File: config.mk
export PLATFORM = sky130hd
export DESIGN_NAME = serial_slave
export DESIGN_NICKNAME = d
export VERILOG_FILES = /design/src/rtl/serial_slave.sv
export SDC_FILE = /design/constraint.sdc
export NUM_CORES = 1
export LEC_CHECK = 0
export ABC_AREA = 1
export CAP_MARGIN = 30
export CORE_MARGIN = 5
export CORE_UTILIZATION = 45
export CTS_BUF_LIST = sky130_fd_sc_hd__clkbuf_2 sky130_fd_sc_hd__clkbuf_4 sky130_fd_sc_hd__clkbuf_8
export DETAILED_ROUTE_END_ITERATION = 7
export HOLD_SLACK_MARGIN = 0.15
export PLACE_DENSITY = 0.7
export SETUP_SLACK_MARGIN = 0.2
export SKIP_LAST_GASP = 1
export SLEW_MARGIN = 25
export SYNTH_ARGS = -nofsm -noshare
export SYNTH_HDL_FRONTEND = slang
export SYNTH_SLANG_ARGS = --single-unit
File: constraint.sdc
create_clock -name in_clk -period 1.3 [get_ports in_clk]
set_clock_uncertainty 0.05 [all_clocks]
set_input_delay 0.195 -clock in_clk [delete_from_list [all_inputs] [get_ports in_clk]]
set_output_delay 0.195 -clock in_clk [all_outputs]
set_load 0.05 [all_outputs]
File: src/rtl/serial_slave.sv
// Serial target: edge-detects an external serial clock, deserialises words onto
// out_parallel and serialises reply words from in_parallel. Macro: SERIAL_SLAVE_SYNC_EN.
module serial_slave #(
  parameter int BITS                = 8,
  parameter bit LOWBIT_FIRST        = 1'b1,
  parameter bit SERIAL_CLK_INACTIVE = 1'b1
) (
  input  logic            in_clk,
  input  logic            in_rst,
  input  logic            in_enable,
  input  logic            in_serial_clk,
  input  logic            in_serial,
  output logic            out_serial,
  input  logic [BITS-1:0] in_parallel,
  output logic [BITS-1:0] out_parallel,
  output logic            out_word_finished,
  output logic            out_next_word,
  output logic            out_ready
);

  localparam int CW = (BITS > 1) ? $clog2(BITS) : 1;

  typedef enum logic {IDLE, SHIFT} state_t;

  state_t          state;
  logic [CW-1:0]   count;
  logic [BITS-1:0] tx_word;
  logic [BITS-1:0] rx_word;
  logic [BITS-1:0] rx_next;
  logic            sclk_q;
  logic            sclk_prev;
  logic            data_q;
  logic            lead_edge;
  logic            trail_edge;

`ifdef SERIAL_SLAVE_SYNC_EN
  logic sclk_meta;
  logic data_meta;

  always_ff @(posedge in_clk) begin
    if (!in_rst) begin
      sclk_meta <= SERIAL_CLK_INACTIVE;
      sclk_q    <= SERIAL_CLK_INACTIVE;
      sclk_prev <= SERIAL_CLK_INACTIVE;
      data_meta <= 1'b0;
      data_q    <= 1'b0;
    end else begin
      sclk_meta <= in_serial_clk;
      sclk_q    <= sclk_meta;
      sclk_prev <= sclk_q;
      data_meta <= in_serial;
      data_q    <= data_meta;
    end
  end
`else
  always_ff @(posedge in_clk) begin
    if (!in_rst) begin
      sclk_q    <= SERIAL_CLK_INACTIVE;
      sclk_prev <= SERIAL_CLK_INACTIVE;
      data_q    <= 1'b0;
    end else begin
      sclk_q    <= in_serial_clk;
      sclk_prev <= sclk_q;
      data_q    <= in_serial;
    end
  end
`endif

  // Data is delayed by the same number of stages as the clock, so data_q is
  // the value present when the detected edge occurred on the pins.
  assign lead_edge  = (sclk_q != SERIAL_CLK_INACTIVE) && (sclk_prev == SERIAL_CLK_INACTIVE);
  assign trail_edge = (sclk_q == SERIAL_CLK_INACTIVE) && (sclk_prev != SERIAL_CLK_INACTIVE);

  function automatic logic [CW-1:0] bit_pos(input logic [CW-1:0] c);
    return LOWBIT_FIRST ? c : CW'(BITS - 1) - c;
  endfunction

  always_comb begin
    rx_next                 = rx_word;
    rx_next[bit_pos(count)] = data_q;
  end

  always_ff @(posedge in_clk) begin
    if (!in_rst) begin
      state             <= IDLE;
      count             <= '0;
      tx_word           <= '0;
      rx_word           <= '0;
      out_serial        <= 1'b1;
      out_parallel      <= '0;
      out_word_finished <= 1'b0;
      out_next_word     <= 1'b0;
      out_ready         <= 1'b1;
    end else begin
      out_word_finished <= 1'b0;
      out_next_word     <= 1'b0;
      case (state)
        IDLE: begin
          out_ready  <= 1'b1;
          out_serial <= 1'b1;
          if (in_enable) begin
            tx_word       <= in_parallel;
            out_next_word <= 1'b1;
            out_serial    <= in_parallel[bit_pos(CW'(0))];
            count         <= '0;
            out_ready     <= 1'b0;
            state         <= SHIFT;
          end
        end
        SHIFT: begin
          if (!in_enable) begin
            out_serial <= 1'b1;
            out_ready  <= 1'b1;
            count      <= '0;
            state      <= IDLE;
          end else if (trail_edge) begin
            rx_word <= rx_next;
            if (count == CW'(BITS - 1)) begin
              out_parallel      <= rx_next;
              out_word_finished <= 1'b1;
              tx_word           <= in_parallel;
              out_next_word     <= 1'b1;
              out_serial        <= in_parallel[bit_pos(CW'(0))];
              count             <= '0;
            end else begin
              count <= count + 1'b1;
            end
          end else if (lead_edge) begin
            out_serial <= tx_word[bit_pos(count)];
          end
        end
        default: state <= IDLE;
      endcase
    end
  end

endmodule
Word-level counts from Yosys, hierarchy flattened
Cells that the tools add are included.
Word-level totals
  register bits after elaboration: 35
  output and inout port bits: 12
  input port bits: 13
  logic and storage cells: 65
Cells by class
  $add $sub $neg: 1
  $lt $le $gt $ge: 2
  reductions and logical operators: 9
  bitwise logic cells: 3
  multiplexer cells: 29
  equality and inequality tests: 9
Operator list (number)
  2-to-1 mux 8 bit: 4
  one-hot mux 8 bit (2 select lines): 1
  2-to-1 mux 1 bit: 13
  2-to-1 mux 3 bit: 4
  bitwise mux 8 bit: 1
  AND reduction 4 bit: 2
  inequality test 2 bit, second input constant: 3
  one-hot mux 1 bit (2 select lines): 3
  one-hot mux 3 bit (2 select lines): 1
  AND reduction 2 bit: 3
  < comparator 3 x 4 -> 1 bit, second input constant: 1
  inequality test 2 x 1 -> 1 bit, second input constant: 2
  inequality test 4 x 2 -> 1 bit, second input constant: 1
  inequality test 4 x 3 -> 1 bit, second input constant: 1
  adder 3 x 1 -> 3 bit, second input constant: 1
  binary-select mux 1 bit (select 3 bit): 1
  demux 1 bit (select 3 bit): 1
  equality test 3 bit, second input constant: 1
  greater-or-equal comparator 3 x 1 -> 1 bit, second input constant: 1
  logical AND 1 bit: 3
  inequality test 3 x 2 -> 1 bit, second input constant: 1
  NOT 1 bit: 3
  AND reduction 3 bit: 1

Depth between registers and ports, before layout
  depth in word-level cells: 6
  depth in mapped cells: 11
  depth with buffers taken out: 10

Least setup slack after synthesis
Ideal clock, no wire load.
  kind: reg-to-reg
  start point: reg count[1]
  end point: reg out_parallel[2]
  path buffers: 1
  clock period less this slack: 1.372 ns
  cell stages (with the launch flop): 10
  setup time: 0.113 ns
  slack: -0.072 ns
  data required time: 1.137 ns
  arrival time: 1.209 ns
  cell sequence: dfxtp_1 > ha_1 > ha_1 > nand2_4 > buf_6 > inv_4 > nor2_1 > nor2_1 > o21ai_1 > inv_1
On the way
  longest elaborated chain between the ends: 5
  elaborated cells on any way between the ends: 8
  classes of those cells: order compare: 2; eq/ne: 1; mux: 3; reduce/logical: 2
Ends and longest elaborated chain
  start: declaration: line 26  | logic [CW-1:0] count;
  start signal: assignment: line 126  | count <= count + 1'b1;
  < comparator 3 x 4 -> 1 bit (implied by the code) / greater-or-equal comparator 3 x 1 -> 1 bit (equally long branches): line 80  | rx_next[bit_pos(count)] = data_q;
  logical AND 1 bit (implied by the code): line 80
  2-to-1 mux 1 bit (implied by the code): line 80
  demux 1 bit (select 3 bit): line 80
  bitwise mux 8 bit: line 80
  end signal: assignment: line 119  | out_parallel <= rx_next;
  end: declaration: line 15  | output logic [BITS-1:0] out_parallel,
Parallel ways exist; a longest one is shown, timed or not.
A chain may end at the register's enable or synchronous reset.

Worst setup path after layout
  start point: reg sclk_prev
  end point: reg out_parallel[5]
On the way
  longest elaborated chain between the ends: 3
Ends and longest elaborated chain
  start: declaration: line 31  | logic sclk_prev;
  start signal: assignment: line 63  | sclk_prev <= sclk_q;
  NOT 1 bit: line 72  | assign trail_edge = (sclk_q == SERIAL_CLK_INACTIVE) && (sclk_prev != SERIAL_CLK_INACTIVE);
  logical AND 1 bit: line 72
  AND reduction 4 bit (no line)
No other way between the ends.

==> run_results.csv <==
group,metric,value,unit
outcome,status,"complete, no violations",
sta,slew_violations,0,
power_and_ir_drop,vdd_drop_max,0.642,mV
worst_setup_path,worst_setup_path_end_kind,"flip-flop",
sta,maxSlewHeadroom,0.809,
die,initial_core_util,0.465,
final_layout,diodes,0,
global_routing,grt_max_degree,13,
global_routing,grt_pass1_vias,1419,
placement,routabilityCongestion,0.790,
placement,portBuffers,24,
yosys,ys.flop_type,"dfxtp_1",
worst_setup_path,r2r-start,"sclk_prev",
detailed_routing,viasPerCell,4.67,
sta,setup_tns,0,ps
min_path,hold_class,"in2reg",
detailed_routing,drc,0,
cts,cts_tree,"built",
worst_setup_path,arrival,1500,ps
sta,max_freq,786,MHz
worst_setup_path,start_kind,"flip-flop",
global_routing,grt_pass1_wl,6.02,mm
yosys,synth_cells,217,
yosys,synth_edf_count,0,
sta,period_needed,1270,ps
yosys,syn_avg_cell_area,7.14,um^2
final_layout,area_growth,51.5,%
yosys,seq_area_frac_synth,0.452,
detailed_routing,vias,1438,
detailed_routing,drtIter0Drc,82,
placement,dp_hpwl,2.46,mm
yosys,ys_seq_elements,35,
sta,finalSetupViolCount,0,
yosys,synth_cell_types,23,
cts,cts_num_sinks,35,
yosys,async_reset_ff_frac,0,
cts,clock_path_buffers,2,
detailed_routing,ant_nets,0,
cts,clk_pin_slew,90,ps
sta,tightest_slew,283,ps
power_and_ir_drop,leakage,1.11,nW
worst_setup_path,critPathMaxFanout,7,
die,chipHeight,68.7,um
global_routing,grt_usage,0.170,
global_routing,grt_overflow,0,
worst_setup_path,crit_path_start,"sclk_prev",
worst_setup_path,crit_end,"out_parallel[5]",
die,die_area,4720,um^2
cts,cts_max_level,2,
worst_setup_path,path_class,"reg2reg",
final_layout,layout_common_cells,"38 x nor2_1, 34 x nand2_1, 25 x inv_1",
sta,hold_violations,0,
die,io_pins,25,
final_layout,nets,279,
worst_setup_path,r2r_end,"out_parallel[5]",
cts,root_buffer,"clkbuf_4",
global_routing,antenna_found_initial,0,
detailed_routing,drt_first_pass_iters,4,
worst_setup_path,r2r_cells,10,
die,die_x,68.7,um
die,core,3340,um^2
die,row_count,21,
worst_setup_path,rrSetupSlack,30,ps
yosys,netlist_area,1550,um^2
min_path,whs_path_depth,3,
cts,numCtsBuffers,5,
detailed_routing,wl_per_cell,11.4,um
final_layout,final_common_cell,"nor2_1",
sta,rsz0062_at_grt,"true",
sta,fin_crit_sh,0.979,
power_and_ir_drop,power,1.88,mW
final_layout,fin_util,0.704,
final_layout,drive_gt1_frac,0.340,
power_and_ir_drop,pwr_density_cell,803,nW/um^2
yosys,ys_warn_count,0,
cts,clk_latency,330,ps
flow_run,drv_cap,0,
detailed_routing,wirelength,3.50,mm
yosys,syn_nets,233,
worst_setup_path,cp.required,1530,ps
==> routing by layer <==
metal / share of wire / wire (um) / track usage / up-vias
met1: 0.46 / 1600 / 0.212 / 635
met5: 0 / 0 / 0 / -
met2: 0.47 / 1640 / 0.272 / 27
li1: - / - / - / 766
met4: 0.030 / 106 / 0.0706 / 0
met3: 0.042 / 147 / 0.0502 / 10
==> Yosys cell counts (2+ instances only) <==
library cell | count | area share
a21oi_1 | 5 | 0.016
buf_2 | 3 | 0.0097
clkbuf_1 | 2 | 0.0048
dfxtp_1 | 35 | 0.45
ha_1 | 3 | 0.024
inv_1 | 29 | 0.070
inv_2 | 2 | 0.0048
nand2_1 | 37 | 0.090
nand2_2 | 2 | 0.0081
nand3_1 | 6 | 0.019
nand4_1 | 2 | 0.0081
nor2_1 | 42 | 0.10
o21a_1 | 4 | 0.019
o21ai_0 | 26 | 0.084
o21ai_1 | 7 | 0.023
o21bai_1 | 4 | 0.019
or2_2 | 2 | 0.0081
==> stage by stage <==
stage	instances	hold slack (ps)	area, um^2	worst slack (ps)
global route	308	317	2350	-48.7
global placement	295	400	2090	-221
finish	308	338	2350	27.4
detailed placement	295	419	2090	-266
CTS	307	325	2330	49.4
floorplan	217	243	1610	22.8
==> logic make-up (layout without fill, tap and decap cells) <==
logic type                 count (synthesis)  count (layout)  synth area share
AOI/OAI and AO/OA                         46              46             0.161
adders and majority gates                  3               3            0.0242
buffers and inverters                     39              83             0.103
DFF                                       35              35             0.452
and+or+nand+nor                           94              95             0.259
==> layout make-up <==
type | instances | area, um^2
fillers | 294 | 988
multi-input cells | 144 | 836
flip-flops and latches | 35 | 728
repair buffers | 45 | 544
inverters | 32 | 138
well taps | 46 | 57.6
clock buffers | 6 | 45.0
==> critical path, stage by stage (launching register included) <==
cell	delay, ps
dfxtp_2	330
inv_2	60
ha_4	150
inv_4	50
nor2_8	110
nand2_8	80
inv_4	110
nor2_1	50
nor2_1	110
o21ai_2	70
inv_1	50
==> registers in the layout, indices dropped and copies added (netlist names) <==
name / flops
sclk_q: 1
out_word_finished: 1
tx_word: 8
out_ready: 1
sclk_prev: 1
state: 1
rx_word: 8
count: 3
data_q: 1
out_parallel: 8
out_next_word: 1
out_serial: 1
==> what timing repair did <==
action,CTS,global route
setup buffers,4,1
endpoints found under the setup margin,41,39
gates resized for setup,58,9
hold buffers,0,0
cloned,2,0
pin swaps,18,8
==> how the worst min path moves through the flow <==
stage	startpoint	endpoint	slack [ps]
2_1_floorplan	in_serial	data_q	240
3_3_place_gp	sclk_q	sclk_prev	400
3_5_place_dp	sclk_q	sclk_prev	420
4_1_cts	in_serial	data_q	330
5_1_grt	in_serial	data_q	320
6_report	in_serial	data_q	340
==> power breakdown <==
group	total (mW)	internal (mW)	switching (mW)
clock	0.528	0.213	0.315
sequential	1.13	1.10	0.0218
combinational	0.231	0.113	0.118
total	1.88	1.43	0.455
(Power assumes the default switching activity.)
